## src/rtl/lod4_arb_pkg.sv

```systemverilog
// rtl/lod4_arb_pkg.sv - shared types and sizes for the lod4 round-robin arbiter
package lod4_arb_pkg;

  localparam int N_REQ = 4;
  localparam int ID_W  = 2;

  typedef logic [ID_W-1:0] req_id_t;

  typedef enum logic [1:0] {
    IDLE    = 2'd0,
    GRANT   = 2'd1,
    RELEASE = 2'd2
  } arb_state_t;

endpackage

```

## src/rtl/lod4_arbiter_if.sv

```systemverilog
// rtl/lod4_arbiter_if.sv - request/grant bundle between requesters (master) and arbiter (slave)
interface lod4_arbiter_if;
  import lod4_arb_pkg::*;

  logic             rx_enable;
  logic [N_REQ-1:0] rx_req;
  logic [N_REQ-1:0] tx_grant;
  req_id_t          tx_grant_id;
  logic             tx_grant_valid;
  logic             tx_timeout;

  modport master (
    output rx_enable, rx_req,
    input  tx_grant, tx_grant_id, tx_grant_valid, tx_timeout
  );

  modport slave (
    input  rx_enable, rx_req,
    output tx_grant, tx_grant_id, tx_grant_valid, tx_timeout
  );

endinterface

```

## src/rtl/lod4.sv

```systemverilog
// rtl/lod4.sv - 4-bit leading-one detector: index of the highest set bit, gated by en_i
module lod4
  import lod4_arb_pkg::*;
(
  input  logic             en_i,
  input  logic [N_REQ-1:0] vec_i,
  output req_id_t          idx_o,
  output logic             valid_o
);

  always_comb begin
    idx_o   = '0;
    valid_o = 1'b0;
    if (en_i) begin
      valid_o = |vec_i;
      casez (vec_i)
        4'b1???: idx_o = 2'd3;
        4'b01??: idx_o = 2'd2;
        4'b001?: idx_o = 2'd1;
        default: idx_o = 2'd0;
      endcase
    end
  end

endmodule

```

## src/rtl/lod4_arbiter.sv

```systemverilog
// rtl/lod4_arbiter.sv - 4-way round-robin arbiter built on lod4 picks
// LOD4_ARBITER_TIMEOUT_EN adds a HOLD_MAX forced release with a tx_timeout pulse.
module lod4_arbiter
  import lod4_arb_pkg::*;
#(
  parameter int HOLD_MAX = 16,
  parameter int CNT_W    = $clog2(HOLD_MAX + 1)
) (
  input  logic           aclk,
  input  logic           aresetn,
  lod4_arbiter_if.slave  bus
);

  arb_state_t       state_q, state_d;
  logic [N_REQ-1:0] grant_q, grant_d;
  req_id_t          id_q, id_d;
  logic             valid_q, valid_d;
  req_id_t          last_id_q, last_id_d;

  logic [N_REQ-1:0] mask;
  logic             lod_en;
  req_id_t          m_idx, u_idx, pick;
  logic             m_valid, u_valid;

  // Prefer requesters strictly below the last holder, then wrap to the top.
  assign mask   = (N_REQ'(1) << last_id_q) - N_REQ'(1);
  assign lod_en = (state_q == IDLE) && bus.rx_enable;

  lod4 u_lod_masked (
    .en_i    (lod_en),
    .vec_i   (bus.rx_req & mask),
    .idx_o   (m_idx),
    .valid_o (m_valid)
  );

  lod4 u_lod_full (
    .en_i    (lod_en),
    .vec_i   (bus.rx_req),
    .idx_o   (u_idx),
    .valid_o (u_valid)
  );

  assign pick = m_valid ? m_idx : u_idx;

`ifdef LOD4_ARBITER_TIMEOUT_EN
  logic [CNT_W-1:0] hold_cnt_q, hold_cnt_d;
  logic             timeout_q, timeout_d;
`else
  localparam int unused_hold_cfg = HOLD_MAX + CNT_W;
`endif

  always_comb begin
    state_d   = state_q;
    grant_d   = grant_q;
    id_d      = id_q;
    valid_d   = valid_q;
    last_id_d = last_id_q;
`ifdef LOD4_ARBITER_TIMEOUT_EN
    hold_cnt_d = hold_cnt_q;
    timeout_d  = 1'b0;
`endif
    unique case (state_q)
      IDLE: begin
        if (u_valid) begin
          state_d   = GRANT;
          grant_d   = N_REQ'(1) << pick;
          id_d      = pick;
          valid_d   = 1'b1;
          last_id_d = pick;
`ifdef LOD4_ARBITER_TIMEOUT_EN
          hold_cnt_d = CNT_W'(1);
`endif
        end else begin
          grant_d = '0;
          id_d    = '0;
          valid_d = 1'b0;
        end
      end
      GRANT: begin
        if (!bus.rx_req[id_q]) begin
          state_d = RELEASE;
          grant_d = '0;
          id_d    = '0;
          valid_d = 1'b0;
        end
`ifdef LOD4_ARBITER_TIMEOUT_EN
        else if (hold_cnt_q == CNT_W'(HOLD_MAX)) begin
          state_d   = RELEASE;
          grant_d   = '0;
          id_d      = '0;
          valid_d   = 1'b0;
          timeout_d = 1'b1;
        end else if (hold_cnt_q != {CNT_W{1'b1}}) begin
          hold_cnt_d = hold_cnt_q + CNT_W'(1);
        end
`endif
      end
      RELEASE: begin
        state_d = IDLE;
        grant_d = '0;
        id_d    = '0;
        valid_d = 1'b0;
      end
      default: begin
        state_d = IDLE;
        grant_d = '0;
        id_d    = '0;
        valid_d = 1'b0;
      end
    endcase
  end

  always_ff @(posedge aclk or negedge aresetn) begin
    if (!aresetn) begin
      state_q   <= IDLE;
      grant_q   <= '0;
      id_q      <= '0;
      valid_q   <= 1'b0;
      last_id_q <= '0;
    end else begin
      state_q   <= state_d;
      grant_q   <= grant_d;
      id_q      <= id_d;
      valid_q   <= valid_d;
      last_id_q <= last_id_d;
    end
  end

`ifdef LOD4_ARBITER_TIMEOUT_EN
  always_ff @(posedge aclk or negedge aresetn) begin
    if (!aresetn) begin
      hold_cnt_q <= '0;
      timeout_q  <= 1'b0;
    end else begin
      hold_cnt_q <= hold_cnt_d;
      timeout_q  <= timeout_d;
    end
  end

  assign bus.tx_timeout = timeout_q;
`else
  assign bus.tx_timeout = 1'b0;
`endif

  assign bus.tx_grant       = grant_q;
  assign bus.tx_grant_id    = id_q;
  assign bus.tx_grant_valid = valid_q;

endmodule

```

## src/flat_wrapper.sv

```systemverilog
// flat-port wrapper written by rule: the top's interface ports become plain ports
module lod4_arbiter_flat import lod4_arb_pkg::*;
#(
  parameter int HOLD_MAX = 16,
  parameter int CNT_W    = $clog2(HOLD_MAX + 1)
)
  (aclk, aresetn, bus_rx_enable, bus_rx_req, bus_tx_grant, bus_tx_grant_id, bus_tx_grant_valid, bus_tx_timeout);
  lod4_arbiter_if bus_i ();
  input  logic aclk;
  input  logic aresetn;
  input wire logic [$bits(bus_i.rx_enable)-1:0] bus_rx_enable;
  input wire logic [$bits(bus_i.rx_req)-1:0] bus_rx_req;
  output wire logic [$bits(bus_i.tx_grant)-1:0] bus_tx_grant;
  output wire logic [$bits(bus_i.tx_grant_id)-1:0] bus_tx_grant_id;
  output wire logic [$bits(bus_i.tx_grant_valid)-1:0] bus_tx_grant_valid;
  output wire logic [$bits(bus_i.tx_timeout)-1:0] bus_tx_timeout;
  assign bus_i.rx_enable = bus_rx_enable;
  assign bus_i.rx_req = bus_rx_req;
  assign bus_tx_grant = bus_i.tx_grant;
  assign bus_tx_grant_id = bus_i.tx_grant_id;
  assign bus_tx_grant_valid = bus_i.tx_grant_valid;
  assign bus_tx_timeout = bus_i.tx_timeout;
  lod4_arbiter #(.HOLD_MAX(HOLD_MAX), .CNT_W(CNT_W)) u_core (.aclk(aclk), .aresetn(aresetn), .bus(bus_i));
endmodule
```

## config.mk

```make
export PLATFORM = sky130hd
export DESIGN_NAME = lod4_arbiter_flat
export DESIGN_NICKNAME = d
export VERILOG_FILES = /design/src/rtl/lod4_arb_pkg.sv /design/src/rtl/lod4_arbiter_if.sv /design/src/rtl/lod4.sv /design/src/rtl/lod4_arbiter.sv /design/src/flat_wrapper.sv
export SDC_FILE = /design/constraint.sdc
export NUM_CORES = 1
export LEC_CHECK = 0
export CELL_PAD_IN_SITES_DETAIL_PLACEMENT = 1
export CELL_PAD_IN_SITES_GLOBAL_PLACEMENT = 2
export CORE_MARGIN = 2
export CORE_UTILIZATION = 28
export DETAILED_ROUTE_END_ITERATION = 8
export PLACE_DENSITY_LB_ADDON = 0.1
export SLEW_MARGIN = 40
export SYNTH_ARGS = -nofsm -noshare
export SYNTH_HDL_FRONTEND = slang
export SYNTH_SLANG_ARGS = --single-unit
```

## constraint.sdc

```tcl
create_clock -name aclk -period 1.8 [get_ports aclk]
set_clock_uncertainty 0.1 [all_clocks]
set_input_delay 0.36 -clock aclk [delete_from_list [all_inputs] [get_ports aclk]]
set_output_delay 0.36 -clock aclk [all_outputs]
set_load 0.02 [all_outputs]
```

==> impl_metrics.yaml, run 1 <==
clock_tree:
  number_of_levels_the_h_tree_was_split_into: 1
  postCtsHoldBufs: 0
  tritoncts: "built"
  tritoncts.num_buffers: 3
  cts_root_cell: "clkbuf_4"
  max-clock-path-buffers: 2
  insertion_delay_ps: 270
  cts_sinks: 11
  worst_setup_hold_path_clk_slew_ps: 80
synth:
  asyncSetResetFlopFracSynth_pct: 100
  synthDominantCellAreaShare_pct: 50.8
  synthesis.nets: 56
  syn_area_sq_um: 542
  synth_warnings: 0
  number_of_enable_type_register_cells_in_the_synthesized_netlist: 0
  yosys_register_bits: 11
  netlist_top_cells_area: "dfrtp_1 51%, nand2_1 6.2%, mux4_2 4.2%, a22o_1 3.2%, o41ai_2 3.0%"
  synth_top_cell_by_area: "dfrtp_1"
  synthesis.area_per_instance_sq_um: 11.1
  post_synth_num_cell_types: 24
  synth.yosys.seq_area_share_pct: 50.8
  syn-instance-count: 49
  ys.flop_type: "dfrtp_1"
floorplanning:
  row_count: 15
  start_util_pct: 30.7
  die_area_sq_mm: 0.00230
  core_area_sq_mm: 0.00176
  boundaryPins: 15
  die-height_um: 48.0
  die_w_um: 48.0
critical_path:
  path_buf_inv: 1
  crit_path_max_fanout: 7
  timing.critical_path.cells: "clkdlybuf4s50_1 -> mux4_2 -> and3_4 -> a22o_1"
  cpLargestDelayFamily: "buffers and inverters"
  cp-end-kind: "flop"
  critical-path-slowest-cell: "clkdlybuf4s50_1"
  startpoint_type: "primary input"
  cp.required_ps: 1860
  worst_path_largest_cell_delay_ps: 500
  setup.worst_path.class: "in -> reg"
  r2r_end: "u_core.bus.tx_grant[1]"
  worst_r2r_startpoint: "u_core.state_q[0]"
  worst-r2r-setup-slack_ps: 160
  critPathArrivalTime_ps: 1820
  reg2regPathDepth: 4
power:
  ir_drop_v: 0.000625
  p_comb_share_pct: 47.7
  power_switching_share_pct: 37.6
  internal-power_uw: 711
  power.net_switching_uw: 429
  static-leakage-power_nw: 0.393
  pwr_density_cell_mw_per_mm2: 1420
  p_seq_share_pct: 37.3
  p_clk_share_pct: 15.0
job:
  cap_viol_max_count: 0
cells_and_area:
  drive_above_1_share_pct: 26.8
  postLayoutCellArea_sq_um: 801
  nets: 79
  fill_cells: 213
  areaGrowthSynthToFinish_pct: 47.8
  num_antenna_cells: 0
  layout.cells.non_filler: 96
sta:
  final_max_slew_viol_count: 0
  final_hold_vios: 0
  min_period_over_period_pct: 98.0
  worst-slew-pin-transition_ps: 517
  setup_violating_endpoint_count_in_the_final_report: 0
  achievable-frequency_mhz: 567
  grt_setup_unrepaired: "no"
  layout_min_cycle_time_ps: 1760
  setup_tns_ps: 0
  maxSlewHeadroom_pct: 65.4
routing:
  routed-via-count: 450
  detail_route.drc_violations: 0
  drt-initial-drc-count: 1
  avgRoutedWirePerCell_um: 13.8
  antenna_left: 0
  drtPass1Iterations: 2
  routed_via_density: 4.69
  drt-total-wl_um: 1330
placement:
  weighted_congestion_reported_at_the_end_of_routability_driven_placement: 0.734
  placed_cells: 92
  postPlaceCellArea_sq_um: 737
  post-dp-hpwl_um: 1000
  place.port_buffers: 13
global_route:
  global_route.usage.total_pct: 13.5
  gr-max-usage-layer: "met2"
  overflow_after_grt: 0
  met1_usage_pct: 16.1
  grt_first_pass_wirelength_um: 2100
  grt_use_met3_pct: 3.02
  antenna_found_initial: 0
  grt_pass1_vias: 487
  grt_max_degree: 12
  groute.layer.met2.usage_pct: 22.9
status:
  status: "complete, no violations"
min_path:
  min_path_type: "in -> async"
[cells by family (layout without fill, tap and decap cells)]
family,count (synthesis),in the layout,synth area share [%]
AOI/OAI and AO/OA,13,13,20.6
and+or+nand+nor,17,17,16.2
buffers and inverters,5,27,5.54
DFF,11,11,50.8
other,1,1,0.692
muxes,2,2,6.24
[cells in the mapped netlist (2+ instances only)]
library cell,instances
nand2_1,9
a22o_1,2
inv_1,3
o21ai_0,3
dfrtp_1,11
nor2_1,2
nor3b_1,2
[state kept, by name, indices dropped and copies added (netlist names)]
| signal | cells |
|---|---|
| u_core.last_id_q | 2 |
| u_core.bus.tx_grant_id | 2 |
| u_core.state_q | 2 |
| u_core.bus.tx_grant | 4 |
| u_core.bus.tx_grant_valid | 1 |
[stage by stage]
step                      hold slack (ps)  total power [mW]  util [%]  setup WS, ps
after floorplan                     -35.6             0.720         -          35.6
after detailed placement              369             0.943      41.8          -340
after CTS                             328              1.13      43.5          9.01
final                                 328              1.14      45.4          36.8
after global placement                348             0.938      41.8          -321
after global routing                  346              1.22      45.4          9.46
[repair_timing]
| action | CTS | global route |
|---|---|---|
| gates resized for setup | 1 | 6 |
| setup endpoints to repair | 1 | 7 |
| pin swaps | 0 | 0 |
| buffers inserted | 0 | 0 |
| endpoints found under the hold margin | 0 | 0 |
[cells in the final DEF, fill, tap and decap left out]
master / synthesis / routed
clkbuf_1: 0 / 1
or2_2: 1 / 1
clkbuf_4: 0 / 3
conb_1: 1 / 1
dlymetal6s2s_1: 0 / 3
a41o_1: 1 / 1
buf_4: 1 / 7
inv_1: 3 / 3
nand2_1: 9 / 9
dfrtp_1: 11 / 11
a221o_1: 1 / 1
a21bo_2: 1 / 1
nor3b_1: 2 / 1
and3_4: 1 / 1
nor3b_2: 0 / 1
o41ai_4: 0 / 1
clkdlybuf4s50_1: 0 / 10
mux2_2: 1 / 1
o221ai_2: 0 / 1
a21o_1: 1 / 1
a21oi_4: 0 / 1
nand3b_1: 1 / 1
nor2_1: 2 / 2
a22o_1: 2 / 2
a21boi_0: 1 / 1
nand2b_1: 1 / 1
o21ai_0: 3 / 3
mux4_2: 1 / 1
[power groups by stage]
stage	combinational (mW)	sequential, mW	clock [mW]
floorplan	0.242	0.478	0
global placement	0.510	0.428	0
detailed placement	0.516	0.427	0
CTS	0.522	0.427	0.178
global route	0.595	0.444	0.184
finish	0.543	0.425	0.171
[worst register-to-register path, delay by kind of cell (launching register included)]
kind / cells / cell delay, ps
and+or+nand+nor: 2 / 640
DFF: 1 / 410
AOI/OAI and AO/OA: 2 / 390
[routing by layer]
layer	share of wire, %	routed length [um]
met5	0	0
met4	0	0
met3	4.9	65
met2	51	678
met1	44	584
[area by class of cell]
type | instances | area [sq um] | share of cell area [%]
Sequential cell | 11 | 275 | 34.4
Multi-Input combinational cell | 33 | 267 | 33.3
Timing Repair Buffer | 20 | 190 | 23.7
Tap cell | 25 | 31.3 | 3.91
Clock buffer | 4 | 26.3 | 3.28
Inverter | 3 | 11.3 | 1.41
[worst max-delay path by stage]
stage               cells after the start  slack (ps)                endpoint                       from
global placement                        5        -320  u_core.bus.tx_grant[1]              bus_rx_enable
floorplan                               4          40  u_core.bus.tx_grant[1]  u_core.bus.tx_grant_id[1]
global route                            4           9  u_core.bus.tx_grant[1]              bus_rx_req[2]
CTS                                     6           9  u_core.bus.tx_grant[1]              bus_rx_req[0]
finish                                  4          40  u_core.bus.tx_grant[1]              bus_rx_req[2]
detailed placement                      5        -340  u_core.bus.tx_grant[1]              bus_rx_enable
No activity file was read; power rests on OpenSTA's default activity.
==> run 2: changes to the inputs <==
CORE_UTILIZATION = 30   (was 28)
CTS_BUF_LIST = sky130_fd_sc_hd__clkbuf_4 sky130_fd_sc_hd__clkbuf_8   (was unset)
SETUP_SLACK_MARGIN = 0.1   (was unset)
==> impl_metrics.yaml, run 2 (same netlist as run 1, synthesis figures left out) <==
status:
  status: "complete, no violations"
sta:
  final_max_slew_viol_count: 0
  min_period_over_period_pct: 87.9
  grt_setup_unrepaired: "no"
  final_hold_vios: 0
  layout_min_cycle_time_ps: 1580
  setup_violating_endpoint_count_in_the_final_report: 0
  achievable-frequency_mhz: 632
  setup_tns_ps: 0
placement:
  weighted_congestion_reported_at_the_end_of_routability_driven_placement: 0.763
  placed_cells: 89
  post-dp-hpwl_um: 979
  place.port_buffers: 13
routing:
  routed_via_density: 4.89
  detail_route.drc_violations: 0
  drtPass1Iterations: 3
  routed-via-count: 465
  drt-total-wl_um: 1290
  avgRoutedWirePerCell_um: 13.6
  drt-initial-drc-count: 2
  antenna_left: 0
critical_path:
  crit_path_max_fanout: 4
  critPathArrivalTime_ps: 1650
  reg2regPathDepth: 3
  startpoint_type: "primary input"
  cp.required_ps: 1870
  setup.worst_path.class: "in -> reg"
  cp-end-kind: "flop"
  worst-r2r-setup-slack_ps: 220
power:
  p_comb_share_pct: 44.7
  static-leakage-power_nw: 0.389
  power.net_switching_uw: 422
  p_clk_share_pct: 16.8
  p_seq_share_pct: 38.5
  ir_drop_v: 0.000535
  pwr_density_cell_mw_per_mm2: 1460
  post_layout_total_power_mw: 1.12
  power_switching_share_pct: 37.5
  internal-power_uw: 702
cells_and_area:
  fill_cells: 193
  layout.cells.most_common: "dlygate4sd2_1"
  layout.area.seq_sq_um: 277
  multi_input_comb_area_sq_um: 262
  nets: 78
  num_antenna_cells: 0
  areaGrowthSynthToFinish_pct: 42.5
  drive_above_1_share_pct: 27.1
  layout.cells.non_filler: 95
  number_of_flip_flops_in_the_largest_register: 4
  most-common-layout-cells: "11 x dlygate4sd2_1, 10 x dfrtp_1, 9 x nand2_1, 6 x buf_4, 4 x clkbuf_4"
floorplanning:
  core_area_sq_mm: 0.00171
  row_count: 15
  die-height_um: 46.5
  die_area_sq_mm: 0.00216
  boundaryPins: 15
  die_w_um: 46.5
  start_util_pct: 31.7
clock_tree:
  postCtsHoldBufs: 0
  max-clock-path-buffers: 2
  number_of_levels_the_h_tree_was_split_into: 1
  worst_setup_hold_path_clk_slew_ps: 70
  cts_root_cell: "clkbuf_4"
  cts_sinks: 11
  tritoncts.num_buffers: 3
  insertion_delay_ps: 270
  tritoncts: "built"
global_route:
  grt_first_pass_wirelength_um: 2060
  grt_pass1_vias: 469
  global_route.usage.total_pct: 14.2
  antenna_found_initial: 0
  overflow_after_grt: 0
  grt_max_degree: 12
min_path:
  min_path_type: "in -> async"
job:
  cap_viol_max_count: 0
[run 2: cell types whose count changed in the layout (fill, tap and decap cells not counted), sizes merged]
cell           previous run  this run
clkdlybuf4s50            10         2
buf                       7         6
dlymetal6s2s              3         0
dlygate4sd2               0        11
[run 2: worst paths after layout]
| check | end | from |
|---|---|---|
| min in group aclk | u_core.bus.tx_grant_valid | u_core.bus.tx_grant_valid |
| worst min-delay path | u_core.bus.tx_grant[0] | aresetn |
| worst min register to register | u_core.bus.tx_grant_valid | u_core.bus.tx_grant_valid |
| worst max-delay path | u_core.bus.tx_grant[1] | bus_rx_enable |
| max in group asynchronous | u_core.bus.tx_grant_id[1] | aresetn |
| worst max register to register | u_core.bus.tx_grant[3] | u_core.bus.tx_grant_id[1] |
[run 2: per-stage QoR]
| stage | instance area (sq um) | setup WS, ps | hold slack [ps] | utilization [%] |
|---|---|---|---|---|
| CTS | 737 | 136 | 317 | 43.2 |
| finish | 772 | 218 | 312 | 45.2 |
| global route | 772 | 174 | 333 | 45.2 |
| global placement | 716 | -290 | 365 | 41.9 |
| floorplan | 543 | 113 | -35.6 | - |
| detailed placement | 716 | -313 | 370 | 41.9 |
[run 2: repair_timing]
item,4_1_cts,5_1_grt
pin swaps,0,0
gates resized for setup,12,3
setup endpoints to repair,10,1
gates cloned,0,0
buffers inserted,0,2
[run 2: cell type report]
type | count | share of cell area (%)
multi-input combinational | 33 | 33.9
sequential | 11 | 35.8
timing repair buffer | 19 | 20.9
inverter | 3 | 1.46
clock buffer | 4 | 3.89
tap | 25 | 4.05
[run 2: power groups by stage]
stage               Combinational [mW]  Clock (mW)  Sequential, mW
detailed placement               0.507           0           0.433
floorplan                        0.242           0           0.480
global route                     0.554       0.210           0.451
finish                           0.503       0.189           0.432
CTS                              0.469       0.197           0.430
global placement                 0.503           0           0.432
[run 2: critical path, stage by stage]
cell             delay [ps]
clkdlybuf4s50_1         460
nor3b_4                 230
o41ai_4                 130
or2_4                   270
a22o_1                  200
[run 2: routing by layer]
| metal | wire [um] | global-route usage [%] | part of all wire [%] |
|---|---|---|---|
| met1 | 532 | 16.7 | 41 |
| met4 | 16 | 6.86 | 1.2 |
| met2 | 677 | 23.1 | 52 |
| met5 | 0 | 0 | 0 |
| met3 | 67 | 4.71 | 5.2 |
